**src/rtl/conv_requant_pkg.sv**
```systemverilog
// Shared definitions for the conv requantisation stage: activation mode codes,
// default lane count and the unsigned saturation helper.
package conv_requant_pkg;

  localparam logic [1:0] MODE_SAT  = 2'd0;
  localparam logic [1:0] MODE_RELU = 2'd1;
  localparam logic [1:0] MODE_CLIP = 2'd2;

  localparam int PICTURE_NUM_DEF     = 1;
  localparam int CHANNEL_OUT_NUM_DEF = 8;
  localparam int L = PICTURE_NUM_DEF * CHANNEL_OUT_NUM_DEF;

  // Wide enough for any 2W+1 lane value at the widths this block is built for.
  localparam int SAT_W = 64;
  typedef logic signed [SAT_W-1:0] sat_val_t;

  typedef struct packed {
    logic     flag;
    sat_val_t value;
  } sat_res_t;

  // An empty range (hi < lo) pins the result to lo and always flags.
  function automatic sat_res_t sat_u(input sat_val_t y, input sat_val_t lo, input sat_val_t hi);
    sat_res_t r;
    if (hi < lo) begin
      r.flag  = 1'b1;
      r.value = lo;
    end else if (y < lo) begin
      r.flag  = 1'b1;
      r.value = lo;
    end else if (y > hi) begin
      r.flag  = 1'b1;
      r.value = hi;
    end else begin
      r.flag  = 1'b0;
      r.value = y;
    end
    return r;
  endfunction

endpackage

```
**src/rtl/conv_requant_lane.sv**
```systemverilog
// One requant lane: S1 shift + zero-point add and S2 activation clamp, both combinational.
// Rounding right-shift is built only when CONV_REQUANT_ROUND_SHIFT_EN is defined.
module conv_requant_lane
  import conv_requant_pkg::*;
#(
  parameter int WIDTH_DATA  = 8,
  parameter int ZP_WIDTH    = 8,
  parameter int SHIFT_WIDTH = 5
) (
  input  logic        [2*WIDTH_DATA-1:0] i_acc,
  input  logic        [ZP_WIDTH-1:0]     i_zp,
  input  logic        [SHIFT_WIDTH-1:0]  i_shift,
  output logic signed [2*WIDTH_DATA:0]   o_y,
  input  logic signed [2*WIDTH_DATA:0]   i_y,
  input  logic        [1:0]              i_mode,
  input  logic        [WIDTH_DATA-1:0]   i_clip_max,
  input  logic        [ZP_WIDTH-1:0]     i_zp_q,
  output logic        [WIDTH_DATA-1:0]   o_data,
  output logic                           o_flag
);

  localparam int XW = 2 * WIDTH_DATA;
  localparam int YW = XW + 1;
  localparam sat_val_t MAXV = (sat_val_t'(1) <<< WIDTH_DATA) - sat_val_t'(1);

  logic signed [YW-1:0] w_x;
  logic signed [YW-1:0] w_sh;

  assign w_x = YW'($signed(i_acc));

`ifdef CONV_REQUANT_ROUND_SHIFT_EN
  logic        [SHIFT_WIDTH-1:0] w_s;
  logic signed [YW-1:0]          w_rnd;

  assign w_s   = (int'(i_shift) >= XW) ? SHIFT_WIDTH'(XW - 1) : i_shift;
  // One extra bit keeps x + half from wrapping before the arithmetic shift.
  assign w_rnd = (w_s == '0) ? w_x : w_x + (YW'(1) << (w_s - SHIFT_WIDTH'(1)));
  assign w_sh  = w_rnd >>> w_s;
`else
  logic w_unused_shift;
  assign w_unused_shift = ^i_shift;
  assign w_sh           = w_x;
`endif

  assign o_y = w_sh + YW'(i_zp);

  sat_val_t w_lo;
  sat_val_t w_hi;
  sat_res_t w_res;
  logic     w_unused_hi;

  // NOTE: every output of a combinational block gets a default first, so no
  // path through the case can leave it unassigned and infer a latch.
  always_comb begin
    w_lo = '0;
    w_hi = MAXV;
    case (i_mode)
      MODE_RELU: w_lo = SAT_W'(i_zp_q);
      MODE_CLIP: begin
        w_lo = SAT_W'(i_zp_q);
        w_hi = SAT_W'(i_clip_max);
      end
      default: ;
    endcase
  end

  assign w_res       = sat_u(SAT_W'(i_y), w_lo, w_hi);
  assign o_data      = w_res.value[WIDTH_DATA-1:0];
  assign o_flag      = w_res.flag;
  assign w_unused_hi = ^w_res.value[SAT_W-1:WIDTH_DATA];

endmodule

```
**src/rtl/conv_requant_stage.sv**
```systemverilog
// Two-stage requant output pipeline with valid/ready backpressure and a saturation counter.
// Optional rounding shift enabled by defining CONV_REQUANT_ROUND_SHIFT_EN.
module conv_requant_stage
  import conv_requant_pkg::*;
#(
  parameter int PICTURE_NUM     = 1,
  parameter int CHANNEL_OUT_NUM = 8,
  parameter int WIDTH_DATA      = 8,
  parameter int ZP_WIDTH        = 8,
  parameter int SHIFT_WIDTH     = 5,
  parameter int CNT_WIDTH       = 32
) (
  input  logic                                          clk,
  input  logic                                          rst_n,
  input  logic                                          s_valid,
  output logic                                          s_ready,
  input  logic [PICTURE_NUM*CHANNEL_OUT_NUM*2*WIDTH_DATA-1:0] s_data,
  input  logic [ZP_WIDTH-1:0]                           zero_point,
  input  logic [SHIFT_WIDTH-1:0]                        shift_amt,
  input  logic [1:0]                                    act_mode,
  input  logic [WIDTH_DATA-1:0]                         clip_max,
  output logic                                          m_valid,
  input  logic                                          m_ready,
  output logic [PICTURE_NUM*CHANNEL_OUT_NUM*WIDTH_DATA-1:0] m_data,
  input  logic                                          sat_clr,
  output logic [CNT_WIDTH-1:0]                          sat_cnt
);

  localparam int W     = WIDTH_DATA;
  localparam int LANES = PICTURE_NUM * CHANNEL_OUT_NUM;
  localparam int YW    = 2 * W + 1;

  logic                   r_v1;
  logic [LANES*YW-1:0]    r_y1;
  logic [ZP_WIDTH-1:0]    r_zp1;
  logic [1:0]             r_mode1;
  logic [W-1:0]           r_clip1;
  logic                   r_v2;
  logic [LANES*W-1:0]     r_data2;
  logic                   r_flag2;
  logic [CNT_WIDTH-1:0]   r_cnt;

  logic                   w_adv1;
  logic                   w_adv2;
  logic                   w_s_fire;
  logic                   w_m_fire;
  logic [LANES*YW-1:0]    w_y;
  logic [LANES*W-1:0]     w_data;
  logic [LANES-1:0]       w_flag;

  assign w_adv2   = !r_v2 || m_ready;
  assign w_adv1   = !r_v1 || w_adv2;
  assign w_s_fire = s_valid && w_adv1;
  assign w_m_fire = r_v2 && m_ready;

  assign s_ready = w_adv1;
  assign m_valid = r_v2;
  assign m_data  = r_data2;
  assign sat_cnt = r_cnt;

  for (genvar k = 0; k < LANES; k++) begin : g_lane
    conv_requant_lane #(
      .WIDTH_DATA (W),
      .ZP_WIDTH   (ZP_WIDTH),
      .SHIFT_WIDTH(SHIFT_WIDTH)
    ) u_lane (
      .i_acc     (s_data[k*2*W +: 2*W]),
      .i_zp      (zero_point),
      .i_shift   (shift_amt),
      .o_y       (w_y[k*YW +: YW]),
      .i_y       (r_y1[k*YW +: YW]),
      .i_mode    (r_mode1),
      .i_clip_max(r_clip1),
      .i_zp_q    (r_zp1),
      .o_data    (w_data[k*W +: W]),
      .o_flag    (w_flag[k])
    );
  end

  // NOTE: data registers are reset as well as the valids, so m_data reads 0
  // after reset instead of stale or unknown lanes.
  always_ff @(posedge clk or negedge rst_n) begin
    if (!rst_n) begin
      r_v1    <= 1'b0;
      r_y1    <= '0;
      r_zp1   <= '0;
      r_mode1 <= MODE_SAT;
      r_clip1 <= '0;
      r_v2    <= 1'b0;
      r_data2 <= '0;
      r_flag2 <= 1'b0;
    end else begin
      // NOTE: non-blocking assignments let every stage read the pre-edge value
      // of its upstream register, which is what makes the pipeline shift.
      if (w_adv1) r_v1 <= s_valid;
      if (w_s_fire) begin
        r_y1    <= w_y;
        r_zp1   <= zero_point;
        r_mode1 <= act_mode;
        r_clip1 <= clip_max;
      end
      if (w_adv2) r_v2 <= r_v1;
      if (w_adv2 && r_v1) begin
        r_data2 <= w_data;
        r_flag2 <= |w_flag;
      end
    end
  end

  // Clear beats a coincident increment; the count sticks at all-ones.
  always_ff @(posedge clk or negedge rst_n) begin
    if (!rst_n) begin
      r_cnt <= '0;
    end else if (sat_clr) begin
      r_cnt <= '0;
    end else if (w_m_fire && r_flag2 && (r_cnt != '1)) begin
      r_cnt <= r_cnt + CNT_WIDTH'(1);
    end
  end

endmodule
```
**config.mk**
```make
export PLATFORM = sky130hd
export DESIGN_NAME = conv_requant_stage
export DESIGN_NICKNAME = d
export VERILOG_FILES = /design/src/rtl/conv_requant_pkg.sv /design/src/rtl/conv_requant_lane.sv /design/src/rtl/conv_requant_stage.sv
export SDC_FILE = /design/constraint.sdc
export NUM_CORES = 1
export LEC_CHECK = 0
export ABC_CLOCK_PERIOD_IN_PS = 5200
export BUFFER_PORTS_ARGS = -buffer_cell sky130_fd_sc_hd__buf_2
export CORE_MARGIN = 1
export CORE_UTILIZATION = 55
export CTS_CLUSTER_DIAMETER = 120
export DETAILED_ROUTE_END_ITERATION = 8
export HOLD_SLACK_MARGIN = 0.1
export PLACE_DENSITY_LB_ADDON = 0.05
export SYNTH_ARGS = -nofsm -noshare
export SYNTH_HDL_FRONTEND = slang
export SYNTH_SLANG_ARGS = --single-unit
```
**constraint.sdc**
```tcl
create_clock -name clk -period 5.2 [get_ports clk]
set_input_delay 1.56 -clock clk [delete_from_list [all_inputs] [get_ports clk]]
set_output_delay 1.56 -clock clk [all_outputs]
set_load 0.01 [all_outputs]
```
==> results of run 1 <==
flip-flops by register name (all words and copies together), names as in the netlist:
name and cells:
m_data 64, m_valid 1, r_clip1 8, r_flag2 1, r_mode1 2, r_v1 1, r_y1 136, r_zp1 8
sat_cnt 32
worst max-delay path: cells and delay by family, from the launching register on:
kind	cells	cell delay, ns
and+or+nand+nor	4	2.03
AOI/OAI and AO/OA	4	0.81
adders and majority gates	1	0.46
DFF	1	0.35
buffers and inverters	2	0.35
cells by family after synthesis:
family | share of synthesized area
fa+ha+maj | 0.1328
mux | 0.08231
simple gates | 0.1630
xor+xnor | 0.06880
flops | 0.3578
compound gates | 0.1596
buf+inv | 0.03571
cell usage in the layout (no fill, tap or decap), drive strengths merged, types with 14 or more instances in the layout:
master | synthesis | routed
buf | 22 | 290
o21ai | 256 | 256
inv | 67 | 67
a21o | 25 | 25
dfrtp | 253 | 253
and3 | 22 | 22
mux2i | 51 | 51
a21oi | 86 | 86
nand2 | 282 | 282
nand2b | 32 | 32
clkbuf | 68 | 40
nor2b | 21 | 21
nand4 | 24 | 24
ha | 175 | 175
xnor2 | 55 | 55
xor2 | 84 | 84
mux2 | 84 | 84
nor4 | 14 | 14
nand3 | 37 | 37
nor3 | 36 | 36
nor2 | 101 | 101
power breakdown:
group / switching [uW] / total, uW / internal, uW
Clock: 838 / 2120 / 1280
Combinational: 1530 / 2670 / 1140
Sequential: 387 / 2760 / 2380
Total: 2750 / 7560 / 4800
final timing paths:
| path | to | startpoint | slack [ns] |
|---|---|---|---|
| max in group asynchronous | r_y1[102] | rst_n | 3.09 |
| worst min register to register | m_data[51] | m_data[51] | 0.48 |
| worst max register to register | r_flag2 | r_mode1[0] | 1.06 |
| worst max-delay path | r_flag2 | r_mode1[0] | 1.06 |
| min in group asynchronous | r_y1[27] | rst_n | 1.04 |
| worst min-delay path | m_data[51] | m_data[51] | 0.48 |
final cells by class:
| cell class | count | area share |
|---|---|---|
| flip-flops and latches | 253 | 0.3097 |
| clock inverters | 13 | 0.007528 |
| inverters | 67 | 0.01230 |
| well taps | 402 | 0.02460 |
| clock buffers | 40 | 0.04143 |
| repair buffers | 290 | 0.07846 |
| diodes | 1 | 0.0001224 |
| multi-input cells | 1550 | 0.5259 |
through the flow:
| stage | area [sq um] | power [uW] | instances | hold WS [ns] |
|---|---|---|---|---|
| after CTS | 20440 | 7581 | 2615 | 0.4795 |
| after global placement | 19440 | 5343 | 2562 | 0.4565 |
| after detailed placement | 19440 | 5432 | 2562 | 0.4671 |
| after floorplan | 17690 | 4398 | 1960 | 0.4414 |
| after global routing | 20440 | 8028 | 2615 | 0.5047 |
| final | 20440 | 7556 | 2616 | 0.4765 |
routing by layer:
layer  global-route usage  part of all wire
met4              0.09932             0.034
met3              0.05846             0.076
met2               0.4891              0.44
met5                    0                 0
met1               0.4314              0.45
==> results.cfg, run 1 <==
[cts]
clkLatencyLatePin_ns = 0.56
cts-hold-fix-buffers = 0
cts.clk_slew.worst_paths_ns = 0.06
htree_levels = 1
numCtsBuffers = 29
clockBufferDepth = 3
cts_setup_buffers = 0
cts_tree = built
clock_sinks = 253
cts_resized = 0
clock-root-buffer = clkbuf_16

[logic_synthesis]
yosysUniqueCellTypes = 67
syn_avg_cell_area_sq_um = 9.028
yosysTopAreaCell = dfrtp_1
yosys_warnings = 0
synth-seq-cells = 253
synth_nets = 2299
synthesis.area_sq_um = 17690
synth-edff-count = 0
syn_inst = 1960
synth.top_cells.by_area = dfrtp_1 (36%), ha_1 (12%), o21ai_0 (7.1%), nand2_1 (6.0%), mux2_2 (5.3%)
post-synth-top-count-cell = nand2_1
ys_seq_area_frac = 0.3578
synth.top_cell.area_share = 0.3578
synthArstFlopShare = 1.000
synthFlopType = dfrtp_1
ys_top_cells_by_count = nand2_1 (282), dfrtp_1 (253), o21ai_0 (252)

[flow_run]
maxCapViolations = 0

[floorplan]
initial_core_util = 0.5593
rows = 65
die_h_um = 181.4
io_pins = 254
fp.coreArea_sq_um = 31640
die_w_um = 181.4
die_area_sq_um = 32890

[timing]
skew_ns = 0.02188
worstMarginPinSlew_ns = 1.046
period_needed_ns = 4.139
fmax_mhz = 241.6
finalSetupViolCount = 0
relSlewSlack = 0.3024
finalSetupTns_ns = 0
final.period_utilization = 0.7960
maxSlewViolCount = 0
rsz0062_at_grt = no
setup_ws_ns = 1.061
hold_violations = 0

[cells_and_area]
seq_area_sq_um = 6331
fin_nets = 2530
utilization = 0.6462
drive_above_1_share = 0.2011
area_delta_synth_final_pct = 15.54
multi_input_area_sq_um = 10750
num-fill-cells = 2782

[worst_setup_path]
worstRegToRegCells = 11
worstSetupStartpointType = register
path_max_fanout = 11
slowest_stage = nand2b_1
crit_arrival_ns = 4.57
crit_type = reg2reg
required_ns = 5.63
cp-end-kind = register
max_stage_delay_ns = 0.57
cp_cell_sequence = inv_1 > ha_1 > nand2b_1 > buf_4 > a221oi_2 > o21ai_2 > a21oi_2 > nor2_1 > nand2_1 > or4_1 > o32a_1

[pwr]
cellLeakagePower_uw = 0.009661
ir_worst_vdd_uv = 279.5
power_density_nw_per_um2 = 369.6

[placed_design]
port_buffers = 248
gp_congestion = 0.8952
hpwl_um = 36620
pre_cts_ws_ns = 0.8941

[grt]
antenna_found_initial = 1
grt_pass1_vias = 14780
grtUsageTotal = 0.3106
overflow = 0
grt_pass1_wl_um = 79980
grt_max_degree = 103

[routing]
drtIter0Drc = 1079
vias = 15260
first_pass_iters = 5
viasPerCell = 5.834
wl_um = 50460
ant_nets = 0
drc = 0
wl_per_cell_um = 19.29

[min_path]
min_path_type = reg2reg
hold_depth = 2

[outcome]
outcome = finished clean
Note: power is estimated with default switching activity, not from simulation.
==> run 2, diff against run 1 <==
--- a/config.mk
+++ b/config.mk
@@ -5,7 +5,8 @@
 export SDC_FILE = /design/constraint.sdc
 export NUM_CORES = 1
 export LEC_CHECK = 0
-export ABC_CLOCK_PERIOD_IN_PS = 5200
+export ABC_AREA = 1
+export ABC_CLOCK_PERIOD_IN_PS = 3900
 export BUFFER_PORTS_ARGS = -buffer_cell sky130_fd_sc_hd__buf_2
 export CORE_MARGIN = 1
 export CORE_UTILIZATION = 55
==> constraint.sdc (replaced) <==
create_clock -name clk -period 3.9 [get_ports clk]
set_input_delay 1.17 -clock clk [delete_from_list [all_inputs] [get_ports clk]]
set_output_delay 1.17 -clock clk [all_outputs]
set_load 0.01 [all_outputs]
==> results.cfg, run 2 <==
[outcome]
outcome = finished clean

[pwr]
ir_worst_vdd_uv = 389.2
cellLeakagePower_uw = 0.01077
power_density_nw_per_um2 = 494.6
power_uw = 10490

[routing]
wl_um = 58880
first_pass_iters = 6
vias = 18490
drc = 0
ant_nets = 0
drtIter0Drc = 1521
wl_per_cell_um = 17.99
viasPerCell = 5.649

[worst_setup_path]
crit_arrival_ns = 3.89
cpMostUsedCell = nand2_1
slowest_stage = ha_1
cp_top_family = simple AND/OR/NAND/NOR gates
cp_cell_sequence = ha_1 > inv_2 > nand2_1 > ha_1 > a21oi_1 > nor2_1 > a211oi_1 > nand2_4 > nand2_1 > nor2_4 > inv_1 > a21oi_1 > nand2_1 > nand2_1
max_stage_delay_ns = 0.46
crit_type = reg2reg
cp_num_buf_inv = 2
path_max_fanout = 10
cp-end-kind = register
worstSetupStartpointType = register
required_ns = 4.34

[logic_synthesis]
ys_seq_area_frac = 0.3449
yosysTopAreaCell = dfrtp_1
yosys_warnings = 0
ys_top_cells_by_count = nand2_1 (635), nor2_1 (269), inv_1 (261)
post-synth-top-count-cell = nand2_1
synthesis.area_sq_um = 18360
synth.top_cells.by_area = dfrtp_1 (34%), nand2_1 (13%), ha_1 (12%), a21oi_1 (6.7%), o21ai_0 (6.2%)
synth.top_cell.area_share = 0.3449
syn_avg_cell_area_sq_um = 7.190
synthFlopType = dfrtp_1
synth-seq-cells = 253
synth-edff-count = 0
synth_nets = 2892
syn_inst = 2553
yosysUniqueCellTypes = 46
synthArstFlopShare = 1.000

[grt]
grtUsageTotal = 0.3496
antenna_found_initial = 0
grt_max_degree = 160
overflow = 0
grt_pass1_vias = 17230
grt_pass1_wl_um = 92280

[cts]
numCtsBuffers = 29
cts_setup_buffers = 0
cts_resized = 0
clkLatencyLatePin_ns = 0.56
cts_tree = built
clockBufferDepth = 3
cts-hold-fix-buffers = 0
htree_levels = 1
clock_sinks = 253
clock-root-buffer = clkbuf_16
cts.clk_slew.worst_paths_ns = 0.06

[cells_and_area]
area_delta_synth_final_pct = 15.58
final_cell_area_sq_um = 21220
top_register = r_y1
largest_register_ffs = 136
fin_nets = 3149
utilization = 0.6488
layout_commonest_cell = nand2_1
drive_above_1_share = 0.1339
final_cell_mix = nand2_1 (633), nor2_1 (269), inv_1 (260)

[floorplan]
rows = 66
fp.coreArea_sq_um = 32700
die_area_sq_um = 34110
initial_core_util = 0.5613
die_w_um = 184.7
die_h_um = 184.7
io_pins = 254

[timing]
worstMarginPinSlew_ns = 0.8245
final.period_utilization = 0.8867
fmax_mhz = 289.2
relSlewSlack = 0.4503
finalSetupViolCount = 0
maxSlewViolCount = 0
skew_ns = 0.01524
period_needed_ns = 3.458
finalSetupTns_ns = 0
hold_violations = 0
rsz0062_at_grt = no

[min_path]
min_path_type = reg2reg

[placed_design]
gp_congestion = 0.9472
post_dp_cell_area_sq_um = 20270
port_buffers = 248
hpwl_um = 43160

[flow_run]
maxCapViolations = 0
[run 2: final timing paths]
| check | endpoint | cells after the start | slack, ns | from |
|---|---|---|---|---|
| max | m_data[52] | 14 | 0.44 | r_mode1[1] |
| min | m_data[55] | 2 | 0.47 | m_data[55] |
| max reg2reg | m_data[52] | 14 | 0.44 | r_mode1[1] |
| min reg2reg | m_data[55] | 2 | 0.47 | m_data[55] |
| max in group asynchronous | m_data[7] | 2 | 2.46 | rst_n |
| min in group asynchronous | r_y1[95] | 1 | 0.63 | rst_n |
[run 2: area by class of cell]
| type | count | area (sq um) |
|---|---|---|
| timing repair buffer | 291 | 1637 |
| inverter | 270 | 1018 |
| antenna | 1 | 2.502 |
| clock buffer | 44 | 872.1 |
| sequential | 253 | 6331 |
| multi-input combinational | 1965 | 10740 |
| clock inverter | 7 | 66.31 |
| fill | 2969 | 11490 |
| tap | 442 | 553.0 |
[run 2: logic make-up (layout without fill, tap and decap cells)]
| family | after synthesis | in the layout | share of synthesized area |
|---|---|---|---|
| xor+xnor | 54 | 54 | 0.02577 |
| buf+inv | 335 | 612 | 0.07076 |
| flops | 253 | 253 | 0.3449 |
| other cells | 0 | 1 | 0 |
| fa+ha+maj | 183 | 183 | 0.1280 |
| simple gates | 1140 | 1140 | 0.2580 |
| compound gates | 588 | 588 | 0.1725 |
[run 2: through the flow]
step | instances | setup slack (ns) | hold WS (ns)
6_report | 3273 | 0.4421 | 0.4735
4_1_cts | 3272 | 0.5703 | 0.4771
2_1_floorplan | 2553 | 0.7246 | 0.4492
5_1_grt | 3272 | 0.3151 | 0.5053
3_5_place_dp | 3221 | 0.1106 | 0.4616
3_3_place_gp | 3221 | 0.1787 | 0.4594
[run 2: tightest hold or removal path, stage by stage, from the launching register on]
cell and delay (ns):
dfrtp_1 0.34, nand2_1 0.05, nand2_1 0.05
[run 2: routing by layer]
layer	vias up	part of all wire	global-route usage
met5	-	0	0.002963
met4	0	0.035	0.1197
met2	704	0.44	0.5594
met3	127	0.081	0.06264
li1	9053	-	-
met1	8604	0.44	0.4752
[run 2: where the power goes]
| group | internal [uW] | switching [uW] |
|---|---|---|
| Clock | 1590 | 1100 |
| Sequential | 3230 | 540 |
| Combinational | 1410 | 2610 |
==> run 3, diff against run 2 <==
--- a/config.mk
+++ b/config.mk
@@ -16,4 +16,5 @@
 export PLACE_DENSITY_LB_ADDON = 0.05
 export SYNTH_ARGS = -nofsm -noshare
 export SYNTH_HDL_FRONTEND = slang
+export SYNTH_HIERARCHICAL = 1
 export SYNTH_SLANG_ARGS = --single-unit
==> results.cfg, run 3 <==
[routing]
first_pass_iters = 9
routed.top_layer = met4
ant_nets = 0
wl_um = 66190
drtIter0Drc = 1513
wl_met1_um = 29240
viasPerCell = 5.313
vias = 21820
met3_length_um = 3678
dr_wl_met2_um = 30900
drc = 25
wl_per_cell_um = 16.11

[floorplan]
die_h_um = 206.2
die_w_um = 206.2
die_area_sq_um = 42530
rows = 74
initial_core_util = 0.5593
fp.coreArea_sq_um = 41020
io_pins = 254

[cts]
clock-root-buffer = clkbuf_16
clockBufferDepth = 3
clock_sinks = 253
clkLatencyLatePin_ns = 0.59
cts_resized = 0
cts_tree = built
numCtsBuffers = 31
cts_setup_buffers = 0
cts-hold-fix-buffers = 0
htree_levels = 1
cts.clk_slew.worst_paths_ns = 0.07

[worst_setup_path]
crit_type = reg2reg
required_ns = 4.36
cp_num_buf_inv = 4
max_stage_delay_ns = 0.66
cp_top_family = simple AND/OR/NAND/NOR gates
slowest_stage = dfrtp_1
cp_cell_sequence = ha_1 > inv_1 > nand2_1 > ha_1 > inv_1 > nor2_1 > nand2_1 > nor2_1 > nand2_1 > nor2_1 > nor2_1 > nor2_2 > nand2_4 > inv_6 > nand2_1 > nor4_1 > buf_4 > a31oi_1
cp-end-kind = register
path_max_fanout = 14
crit_arrival_ns = 3.98
worstSetupStartpointType = register

[timing]
final.period_utilization = 0.9017
period_needed_ns = 3.517
fmax_mhz = 284.4
maxSlewViolCount = 0
rsz0062_at_grt = no
worstMarginPinSlew_ns = 1.113
finalSetupViolCount = 0
skew_ns = 0.02454
finalSetupTns_ns = 0
hold_violations = 0
setup_ws_ns = 0.3832
relSlewSlack = 0.2578

[pwr]
cellLeakagePower_uw = 0.01424
ir_worst_vdd_uv = 291.5
power_density_nw_per_um2 = 491.2

[placed_design]
hpwl_um = 49490
pre_cts_ws_ns = 0.2557
gp_congestion = 0.9447
port_buffers = 248

[outcome]
violations = design-rule violations
outcome = finished, violations left

[logic_synthesis]
synthesis.area_sq_um = 22940
ys_top_cells_by_count = nand2_1 (1095), inv_1 (475), nor2_1 (285)
synthArstFlopShare = 1.000
synth_nets = 3678
synth-edff-count = 0
synthFlopType = dfrtp_1
syn_avg_cell_area_sq_um = 6.958
synth-seq-cells = 253
synth.top_cells.by_area = dfrtp_1 (28%), nand2_1 (18%), ha_1 (12%), inv_1 (7.8%), mux2_2 (7.6%)
synth.top_cell.area_share = 0.2760
syn_inst = 3297
yosysUniqueCellTypes = 43
yosysTopAreaCell = dfrtp_1
yosys_warnings = 6
post-synth-top-count-cell = nand2_1
ys_seq_area_frac = 0.2760

[grt]
grt_max_degree = 69
grt_pass1_wl_um = 105000
grtUsageTotal = 0.3122
grt_pass1_vias = 20950
antenna_found_initial = 4
overflow = 0

[cells_and_area]
top_register = r_y1
final_cell_mix = nand2_1 (1093), inv_1 (474), nor2_1 (285)
largest_register_ffs = 136
num-fill-cells = 3811
drive_above_1_share = 0.1715
area_delta_synth_final_pct = 12.85
fin_nets = 3932
layout_commonest_cell = nand2_1

[min_path]
min_path_type = reg2reg

[flow_run]
maxCapViolations = 0
## run 3: cell types whose count changed after synthesis, moves of 41 or more
cell and delta:
inv_1 +214, nand3_1 +130, nor2_2 +41, a21oi_1 -149
ha_1 +42, nand2_1 +460, o21ai_0 -217, mux2_2 +154
## run 3: worst register-to-register path: stages, from the launching register on
cell	delay (ns)
dfrtp_1	0.66
ha_1	0.35
inv_1	0.32
nand2_1	0.19
ha_1	0.34
inv_1	0.03
nor2_1	0.12
nand2_1	0.09
nor2_1	0.10
nand2_1	0.06
nor2_1	0.08
nor2_1	0.06
nor2_2	0.13
nand2_4	0.12
inv_6	0.11
nand2_1	0.10
nor4_1	0.31
buf_4	0.17
a31oi_1	0.07
## run 3: report_power, final
group / switching (uW) / internal [uW] / leakage (uW)
Sequential: 818 / 3320 / 0.00307
Clock: 1160 / 1790 / 0.000506
Combinational: 3440 / 2200 / 0.0107
## run 3: worst paths after layout
check	start	endpoint	slack, ns	cells past startpoint
max in group asynchronous	rst_n	m_data[59]	2.59	2
min	m_data[52]	m_data[52]	0.47	2
max reg2reg	r_mode1[1]	r_flag2	0.38	18
min reg2reg	m_data[52]	m_data[52]	0.47	2
max	r_mode1[1]	r_flag2	0.38	18
min in group asynchronous	rst_n	m_data[47]	0.55	1
## run 3: routing by layer
metal  global-route usage  vias up
met3              0.03942      143
met4               0.1155        0
met5                    0        -
met1               0.3976    10140
li1                     -    10940
met2               0.5382      601
## run 3: logic make-up (layout without fill, tap and decap cells)
kind of cell               Yosys count  in the layout  share of synthesized area
buffers and inverters              554            831                    0.09517
DFF                                253            253                     0.2760
muxes                              154            154                    0.07559
xor gates and xnor gates           101            101                    0.03856
AOI/OAI and AO/OA                  203            203                    0.05514
other                                0              2                          0
and+or+nand+nor                   1807           1807                     0.3342
adders and majority gates          225            225                     0.1253
## run 3: through the flow
| step | hold slack [ns] | util | total power, uW | area [sq um] | cells |
|---|---|---|---|---|---|
| after floorplan | 0.4801 | - | 7892 | 22940 | 3297 |
| after global placement | 0.4579 | 0.6058 | 9558 | 24850 | 4050 |
| after detailed placement | 0.4596 | 0.6058 | 9739 | 24850 | 4050 |
| after CTS | 0.4757 | 0.6310 | 12750 | 25880 | 4106 |
| after global routing | 0.4957 | 0.6312 | 13790 | 25890 | 4108 |
| final | 0.4714 | 0.6312 | 12720 | 25890 | 4108 |
## run 3: area by class of cell
type                            count  area [sq um]  share of cell area
Multi-Input combinational cell   2490         14440              0.5576
Sequential cell                   253          6331              0.2446
Inverter                          513          1971             0.07612
Timing Repair Buffer              262          1444             0.05577
Clock buffer                       41         853.3             0.03296
Tap cell                          532         665.6             0.02571
Clock inverter                     15         182.7            0.007056
Antenna cell                        2         5.005           0.0001933
